[src/rtl/hanoi_core.sv]
`default_nettype none
// ============================================================================
// hanoi_core : Hanoi esolang interpreter (pegs, hand, bag, run-time bracket seek)
// Rev 1.0
// ============================================================================
module hanoi_core #(
  parameter int N_DISKS    = 3,
  parameter int N_PEGS     = 3,
  parameter int PROG_DEPTH = 16,
  parameter int STEP_W     = 16,
  parameter int MAX_STEPS  = 1000
) (
  input  logic                          clk,
  input  logic                          rst_n,
  input  logic                          prog_we,
  input  logic [$clog2(PROG_DEPTH)-1:0] prog_addr,
  input  logic [2:0]                    prog_data,
  input  logic                          start,
  output logic                          busy,
  output logic                          done,
  output logic                          solved,
  output logic [1:0]                    fault,
  output logic [STEP_W-1:0]             step_count,
  output logic [N_PEGS*N_DISKS-1:0]     peg_state,
  output logic [N_DISKS-1:0]            held,
  output logic [N_DISKS-1:0]            bag
);

  localparam int AW    = $clog2(PROG_DEPTH);
  localparam int PW    = $clog2(PROG_DEPTH + 1);
  localparam int DW    = PW + 1;
  localparam int PTR_W = $clog2(N_PEGS);
  localparam int PSW   = N_PEGS * N_DISKS;

  localparam logic [2:0] TOK_LEFT       = 3'd0;
  localparam logic [2:0] TOK_RIGHT      = 3'd1;
  localparam logic [2:0] TOK_INTERACT   = 3'd2;
  localparam logic [2:0] TOK_LOOP_BEGIN = 3'd3;
  localparam logic [2:0] TOK_LOOP_END   = 3'd4;
  localparam logic [2:0] TOK_SWAP       = 3'd5;
  localparam logic [2:0] TOK_HALT       = 3'd6;

  localparam logic [1:0] FLT_NONE      = 2'd0;
  localparam logic [1:0] FLT_UNMATCHED = 2'd1;
  localparam logic [1:0] FLT_TIMEOUT   = 2'd2;
  localparam logic [1:0] FLT_ILLEGAL   = 2'd3;

  localparam logic [2:0] ST_IDLE      = 3'd0;
  localparam logic [2:0] ST_EXEC      = 3'd1;
  localparam logic [2:0] ST_SEEK_FWD  = 3'd2;
  localparam logic [2:0] ST_SEEK_BACK = 3'd3;
  localparam logic [2:0] ST_DONE      = 3'd4;

  localparam logic [PW-1:0]     DEPTH_P   = PW'(PROG_DEPTH);
  localparam logic [PW-1:0]     PC_ONE    = PW'(1);
  localparam logic [DW-1:0]     DEPTH_ONE = DW'(1);
  localparam logic [STEP_W-1:0] STEP_ONE  = STEP_W'(1);
  localparam logic [STEP_W-1:0] MAX_P     = STEP_W'(MAX_STEPS);
  localparam logic [PTR_W-1:0]  PTR_LAST  = PTR_W'(N_PEGS - 1);
  localparam logic [PTR_W-1:0]  PTR_ONE   = PTR_W'(1);
  localparam logic [PSW-1:0]    PEGS_INIT = {{((N_PEGS-1)*N_DISKS){1'b0}}, {N_DISKS{1'b1}}};

  logic [2:0]         mem_q [PROG_DEPTH];

  logic [2:0]         state_q,  state_d;
  logic [PW-1:0]      pc_q,     pc_d;
  logic [PTR_W-1:0]   ptr_q,    ptr_d;
  logic [DW-1:0]      depth_q,  depth_d;
  logic [PSW-1:0]     pegs_q,   pegs_d;
  logic [N_DISKS-1:0] held_q,   held_d;
  logic [N_DISKS-1:0] bag_q,    bag_d;
  logic [STEP_W-1:0]  steps_q,  steps_d;
  logic               solved_q, solved_d;
  logic [1:0]         fault_q,  fault_d;

  logic               pc_in_range;
  logic [2:0]         tok;
  logic [N_DISKS-1:0] cur_peg;
  logic [N_DISKS-1:0] top_bit;
  logic               exec_counted;
  logic               any_full;
  logic [DW-1:0]      depth_n;

  // Program memory deliberately has no reset so a loaded program survives rst_n.
  always_ff @(posedge clk) begin
    if (prog_we && !busy) begin
      mem_q[prog_addr] <= prog_data;
    end
  end

  always_comb begin
    pc_in_range = (pc_q < DEPTH_P);
    tok         = pc_in_range ? mem_q[pc_q[AW-1:0]] : TOK_HALT;
    cur_peg     = pegs_q[int'(ptr_q)*N_DISKS +: N_DISKS];
    top_bit     = '0;
    for (int i = 0; i < N_DISKS; i++) begin
      if (cur_peg[i]) begin
        top_bit    = '0;
        top_bit[i] = 1'b1;
      end
    end
  end

  always_ff @(posedge clk or negedge rst_n) begin
    if (!rst_n) begin
      state_q  <= ST_IDLE;
      pc_q     <= '0;
      ptr_q    <= '0;
      depth_q  <= '0;
      pegs_q   <= PEGS_INIT;
      held_q   <= '0;
      bag_q    <= '0;
      steps_q  <= '0;
      solved_q <= 1'b0;
      fault_q  <= FLT_NONE;
    end else begin
      state_q  <= state_d;
      pc_q     <= pc_d;
      ptr_q    <= ptr_d;
      depth_q  <= depth_d;
      pegs_q   <= pegs_d;
      held_q   <= held_d;
      bag_q    <= bag_d;
      steps_q  <= steps_d;
      solved_q <= solved_d;
      fault_q  <= fault_d;
    end
  end

  always_comb begin
    state_d      = state_q;
    pc_d         = pc_q;
    ptr_d        = ptr_q;
    depth_d      = depth_q;
    pegs_d       = pegs_q;
    held_d       = held_q;
    bag_d        = bag_q;
    steps_d      = steps_q;
    solved_d     = solved_q;
    fault_d      = fault_q;
    exec_counted = 1'b0;
    any_full     = 1'b0;
    depth_n      = depth_q;

    case (state_q)
      ST_IDLE: begin
        if (start) begin
          state_d  = ST_EXEC;
          pc_d     = '0;
          ptr_d    = '0;
          depth_d  = '0;
          pegs_d   = PEGS_INIT;
          held_d   = '0;
          bag_d    = '0;
          steps_d  = '0;
          solved_d = 1'b0;
          fault_d  = FLT_NONE;
        end
      end

      ST_EXEC: begin
        if (!pc_in_range) begin
          state_d = ST_DONE;
          fault_d = FLT_NONE;
        end else begin
          exec_counted = 1'b1;
          pc_d         = pc_q + PC_ONE;
          case (tok)
            TOK_LEFT:  ptr_d = (ptr_q == '0) ? PTR_LAST : ptr_q - PTR_ONE;
            TOK_RIGHT: ptr_d = (ptr_q == PTR_LAST) ? '0 : ptr_q + PTR_ONE;
            TOK_INTERACT: begin
              // Taking from an empty peg leaves top_bit zero, so it degenerates to a no-op.
              if (held_q == '0) begin
                held_d = top_bit;
                pegs_d[int'(ptr_q)*N_DISKS +: N_DISKS] = cur_peg & ~top_bit;
              end else if (held_q > cur_peg) begin
                held_d = '0;
                pegs_d[int'(ptr_q)*N_DISKS +: N_DISKS] = cur_peg | held_q;
              end
            end
            TOK_SWAP: begin
              held_d = bag_q;
              bag_d  = held_q;
            end
            TOK_LOOP_BEGIN: begin
              if (held_q == '0) begin
                state_d = ST_SEEK_FWD;
                depth_d = DEPTH_ONE;
              end
            end
            TOK_LOOP_END: begin
              if (held_q != '0) begin
                state_d = ST_SEEK_BACK;
                depth_d = DEPTH_ONE;
                pc_d    = pc_q - PC_ONE;
              end
            end
            TOK_HALT: begin
              exec_counted = 1'b0;
              state_d      = ST_DONE;
              fault_d      = FLT_NONE;
            end
            default: begin
              exec_counted = 1'b0;
              state_d      = ST_DONE;
              fault_d      = FLT_ILLEGAL;
            end
          endcase

          if (exec_counted) begin
            steps_d = steps_q + STEP_ONE;
            for (int p = 1; p < N_PEGS; p++) begin
              if (&pegs_d[p*N_DISKS +: N_DISKS]) begin
                any_full = 1'b1;
              end
            end
            if (any_full) begin
              state_d  = ST_DONE;
              solved_d = 1'b1;
            end else if (steps_d == MAX_P) begin
              state_d = ST_DONE;
              fault_d = FLT_TIMEOUT;
            end
          end
        end
      end

      ST_SEEK_FWD, ST_SEEK_BACK: begin
        // Backward scan from address 0 wraps pc to all-ones, which lands out of range here.
        if (!pc_in_range) begin
          state_d = ST_DONE;
          fault_d = FLT_UNMATCHED;
        end else begin
          if (tok == TOK_LOOP_BEGIN) begin
            depth_n = (state_q == ST_SEEK_FWD) ? depth_q + DEPTH_ONE : depth_q - DEPTH_ONE;
          end else if (tok == TOK_LOOP_END) begin
            depth_n = (state_q == ST_SEEK_FWD) ? depth_q - DEPTH_ONE : depth_q + DEPTH_ONE;
          end
          depth_d = depth_n;
          if (depth_n == '0) begin
            pc_d    = pc_q + PC_ONE;
            state_d = ST_EXEC;
          end else begin
            pc_d = (state_q == ST_SEEK_FWD) ? pc_q + PC_ONE : pc_q - PC_ONE;
          end
        end
      end

      ST_DONE: state_d = ST_IDLE;

      default: state_d = ST_IDLE;
    endcase
  end

  always_comb begin
    busy       = (state_q == ST_EXEC) || (state_q == ST_SEEK_FWD) || (state_q == ST_SEEK_BACK);
    done       = (state_q == ST_DONE);
    solved     = solved_q;
    fault      = fault_q;
    step_count = steps_q;
    peg_state  = pegs_q;
    held       = held_q;
    bag        = bag_q;
  end

endmodule
`default_nettype wire

[config.mk]
export PLATFORM = sky130hd
export DESIGN_NAME = hanoi_core
export DESIGN_NICKNAME = d
export VERILOG_FILES = /design/src/rtl/hanoi_core.sv
export SDC_FILE = /design/constraint.sdc
export NUM_CORES = 1
export LEC_CHECK = 0
export CORE_MARGIN = 5
export CORE_UTILIZATION = 40
export CTS_BUF_LIST = sky130_fd_sc_hd__clkbuf_16
export CTS_CLUSTER_SIZE = 24
export DETAILED_ROUTE_END_ITERATION = 7
export GPL_TIMING_DRIVEN = 0
export PLACE_DENSITY = 0.67
export SLEW_MARGIN = 5
export SYNTH_ARGS = -nofsm -noshare
export SYNTH_HDL_FRONTEND = slang
export SYNTH_SLANG_ARGS = --single-unit
[constraint.sdc]
create_clock -name clk -period 4.45 [get_ports clk]
set_input_delay 0.89 -clock clk [delete_from_list [all_inputs] [get_ports clk]]
set_output_delay 0.89 -clock clk [all_outputs]
set_load 0.02 [all_outputs]
==> flow_metrics.tcl, run 1 <==
set metrics [dict create \
    status "completed" \
    grt_max_degree 37 \
    synth_ff_type "edfxtp_1" \
    cp.required_ns 4.67 \
    synthTopCellsByArea "edfxtp_1 (24%), dfrtp_1 (20%), o21ai_0 (5.0%)" \
    finalHoldViolations 0 \
    avgViaCountPerCell 5.95 \
    cp-start-kind "flip-flop" \
    post_cts_buffers 0 \
    clockRootBuffer "clkbuf_16" \
    vias 5055 \
    cts_tree "done" \
    core_sq_um 14600 \
    power_density_nw_per_um2 668 \
    seq_area_frac_synth 0.450 \
    area_growth_pct 17.6 \
    rsz0062_at_grt "no" \
    ir_drop_uv 395 \
    synth_nets 630 \
    r2r_cells 15 \
    first_iter_violations 403 \
    synth.avg_cell_area_sq_um 9.96 \
    fp.dieH_microns 132 \
    holdBufCountCts 0 \
    drive_above_1_share 0.110 \
    dieArea_sq_um 17500 \
    p_leak_nw 2.59 \
    pin_count 47 \
    final-seq-area_sq_um 2700 \
    insertion_delay_ns 0.35 \
    final.setup.tns_ns 0 \
    hold_class "in2async" \
    diodes 0 \
    nets 689 \
    antenna_found_initial 0 \
    grt_pass1_vias 4958 \
    max_freq_mhz 241 \
    finalCriticalPeriod_ns 4.16 \
    timing.final.ws_setup_ns 0.294 \
    setup_viol 0 \
    final.period_utilization 0.934 \
    crit_fanout 8 \
    rr_startpoint "ptr_q[1]$_DFFE_PN0P_" \
    dp_slack_ns -0.0108 \
    yosysTopAreaCellShare 0.240 \
    final_max_slew_viol_count 0 \
    gp_congestion 0.939 \
    dp_hpwl_microns 11300 \
    stdcell_area_sq_um 7050 \
    final_util 0.481 \
    synth_cell_types 85 \
    wire_per_inst_microns 18.1 \
    wl_met2_microns 7530 \
    synth.most_common_cell "nand2_1" \
    cts_buffer_depth 2 \
    tightest_slew_ns 1.29 \
    regToRegEndpoint "fault[0]$_DFFE_PN0P_" \
    fillerInstances 1351 \
    ant_nets 0 \
    h-tree-depth 3 \
    worstPathArrival_ns 4.38 \
    path_class "reg2reg" \
    post-route-drc-count 0 \
    die_w_microns 132 \
    multi_input_area_sq_um 3060 \
    drt_first_pass_iters 5 \
    row_count 44 \
    grt_overflow 0 \
    ys_warn_count 0 \
    total_power_mw 4.71 \
    synth.largest_area_cell "edfxtp_1" \
    top_layer_used "met4" \
    async_flop_share 0.510 \
    wl_met1_microns 6650 \
    finClkSkew_ns 0.00890 \
    end_kind "flip-flop" \
    grt_pass1_wl_microns 25500 \
    routed-wl-met3_microns 843 \
    wirelength_microns 15400 \
    synth_cells 602 \
    clock_sinks 98 \
    initial_core_util 0.409 \
    ys_ff_latch 98 \
    placement.io_buffers 46 \
    clk_pin_slew_ns 0.07 \
    synthTopCellsByCount "nand2_1 (75), o21ai_0 (60), nor2_1 (58)" \
    synth_area_sq_um 5990 \
    relSlewSlack 0.131 \
    grtUsageTotal 0.178 \
    postPlaceCellArea_sq_um 6710 \
    timing.max_cap.violations 0 \
    cts_buffers 9 \
    rrSetupSlack_ns 0.29 \
    synth_edf_count 48 \
]
[power by group]
group          switching, mW  internal (mW)  total, mW
Clock                  0.339          0.487      0.826
Sequential            0.0883           1.06       1.15
Combinational           1.76          0.976       2.73
[metrics by stage]
stage          hold WS, ns  std cells
2_1_floorplan        0.458        602
3_3_place_gp         0.475        832
3_5_place_dp         0.501        834
4_1_cts              0.447        850
5_1_grt              0.468        850
6_report             0.447        850
[cells by family (layout without fill, tap and decap cells)]
kind of cell / count (synthesis) / after routing / share of synthesized area
simple gates: 249 / 249 / 0.212
compound gates: 156 / 156 / 0.179
mux: 25 / 25 / 0.0708
fa+ha+maj: 17 / 17 / 0.0355
buf+inv: 51 / 115 / 0.0447
flops: 98 / 98 / 0.450
xor+xnor: 6 / 6 / 0.00877
[worst max path at each step]
stage | start | end | slack (ns) | cells after the start
detailed placement | ptr_q[1]$_DFFE_PN0P_ | fault[0]$_DFFE_PN0P_ | -0.01 | 13
global placement | ptr_q[1]$_DFFE_PN0P_ | fault[0]$_DFFE_PN0P_ | 0.03 | 13
floorplan | ptr_q[1]$_DFFE_PN0P_ | fault[0]$_DFFE_PN0P_ | 0.77 | 13
global route | ptr_q[1]$_DFFE_PN0P_ | fault[0]$_DFFE_PN0P_ | 0.03 | 15
finish | ptr_q[1]$_DFFE_PN0P_ | fault[0]$_DFFE_PN0P_ | 0.29 | 15
CTS | ptr_q[1]$_DFFE_PN0P_ | fault[0]$_DFFE_PN0P_ | 0.15 | 15
[critical path: stages, from the launching register on]
cell	delay [ns]
dfrtp_1	0.41
clkbuf_1	0.21
nor2b_1	0.33
o2bb2ai_2	0.22
inv_1	0.16
ha_1	0.33
o21ba_2	0.22
nor2_1	0.10
o32ai_2	0.17
a2111oi_4	0.55
a21boi_0	0.21
a2bb2oi_1	0.16
a32o_2	0.26
or4_1	0.42
a31oi_1	0.18
o22ai_1	0.10
[layout make-up]
type / count / share of cell area
Inverter: 24 / 0.0128
Clock buffer: 9 / 0.0320
Clock inverter: 7 / 0.0124
Buffer: 27 / 0.0252
Multi-Input combinational cell: 453 / 0.434
Tap cell: 184 / 0.0327
Sequential cell: 98 / 0.383
Timing Repair Buffer: 48 / 0.0689
[sequential cells by signal, indices dropped and copies added, names as in the netlist]
signal      cells
peg_state       9
ptr_q           2
step_count     16
solved          1
pc_q            5
fault           2
mem_q          48
depth_q         6
state_q         3
held            3
bag             3
[placed cells by master (no fill, tap or decap), types with 4 or more instances in the layout]
cell type | netlist | layout
or4_1 | 4 | 4
o31ai_1 | 12 | 12
clkdlybuf4s50_1 | 0 | 45
a21o_1 | 4 | 4
nand3_1 | 20 | 20
nor2b_1 | 4 | 4
xnor2_1 | 6 | 6
buf_4 | 4 | 4
a31oi_1 | 6 | 6
clkbuf_1 | 15 | 15
mux4_2 | 7 | 7
and3_1 | 8 | 8
nor4_1 | 10 | 10
nand2b_1 | 4 | 4
o21ai_0 | 60 | 60
nor2_1 | 58 | 58
nor3_1 | 21 | 21
nand4_1 | 13 | 13
mux4_1 | 5 | 5
edfxtp_1 | 48 | 48
a22o_1 | 5 | 5
a21oi_1 | 18 | 17
mux2i_1 | 9 | 9
nand2_1 | 75 | 75
o22a_1 | 4 | 4
ha_1 | 17 | 17
inv_1 | 23 | 25
or3_1 | 7 | 7
o21ai_1 | 4 | 4
dfrtp_1 | 47 | 47
clkbuf_16 | 0 | 9
[timing repair]
item | in CTS | in global routing
setup endpoints to repair | 1 | 2
cloned | 0 | 0
resized for setup | 1 | 3
pin swaps | 0 | 1
[per-layer routing]
layer	vias up	track usage
li1	2401	-
met1	2435	0.226
met2	188	0.296
met3	31	0.0399
met4	0	0.0699
met5	-	0
Power figures use the tool's default switching activity.
==> run 2: changes to the inputs <==
==> constraint.sdc (replaced) <==
create_clock -name clk -period 4.45 [get_ports clk]
set_input_delay 0.89 -clock clk [delete_from_list [all_inputs] [get_ports clk]]
set_output_delay 0.89 -clock clk [all_outputs]
set_load 0.05 [all_outputs]
==> results of run 2 <==
The final DEF is identical to that of run 1. Status: completed.
Among the figures that moved: total power 4.71 mW -> 4.82 mW
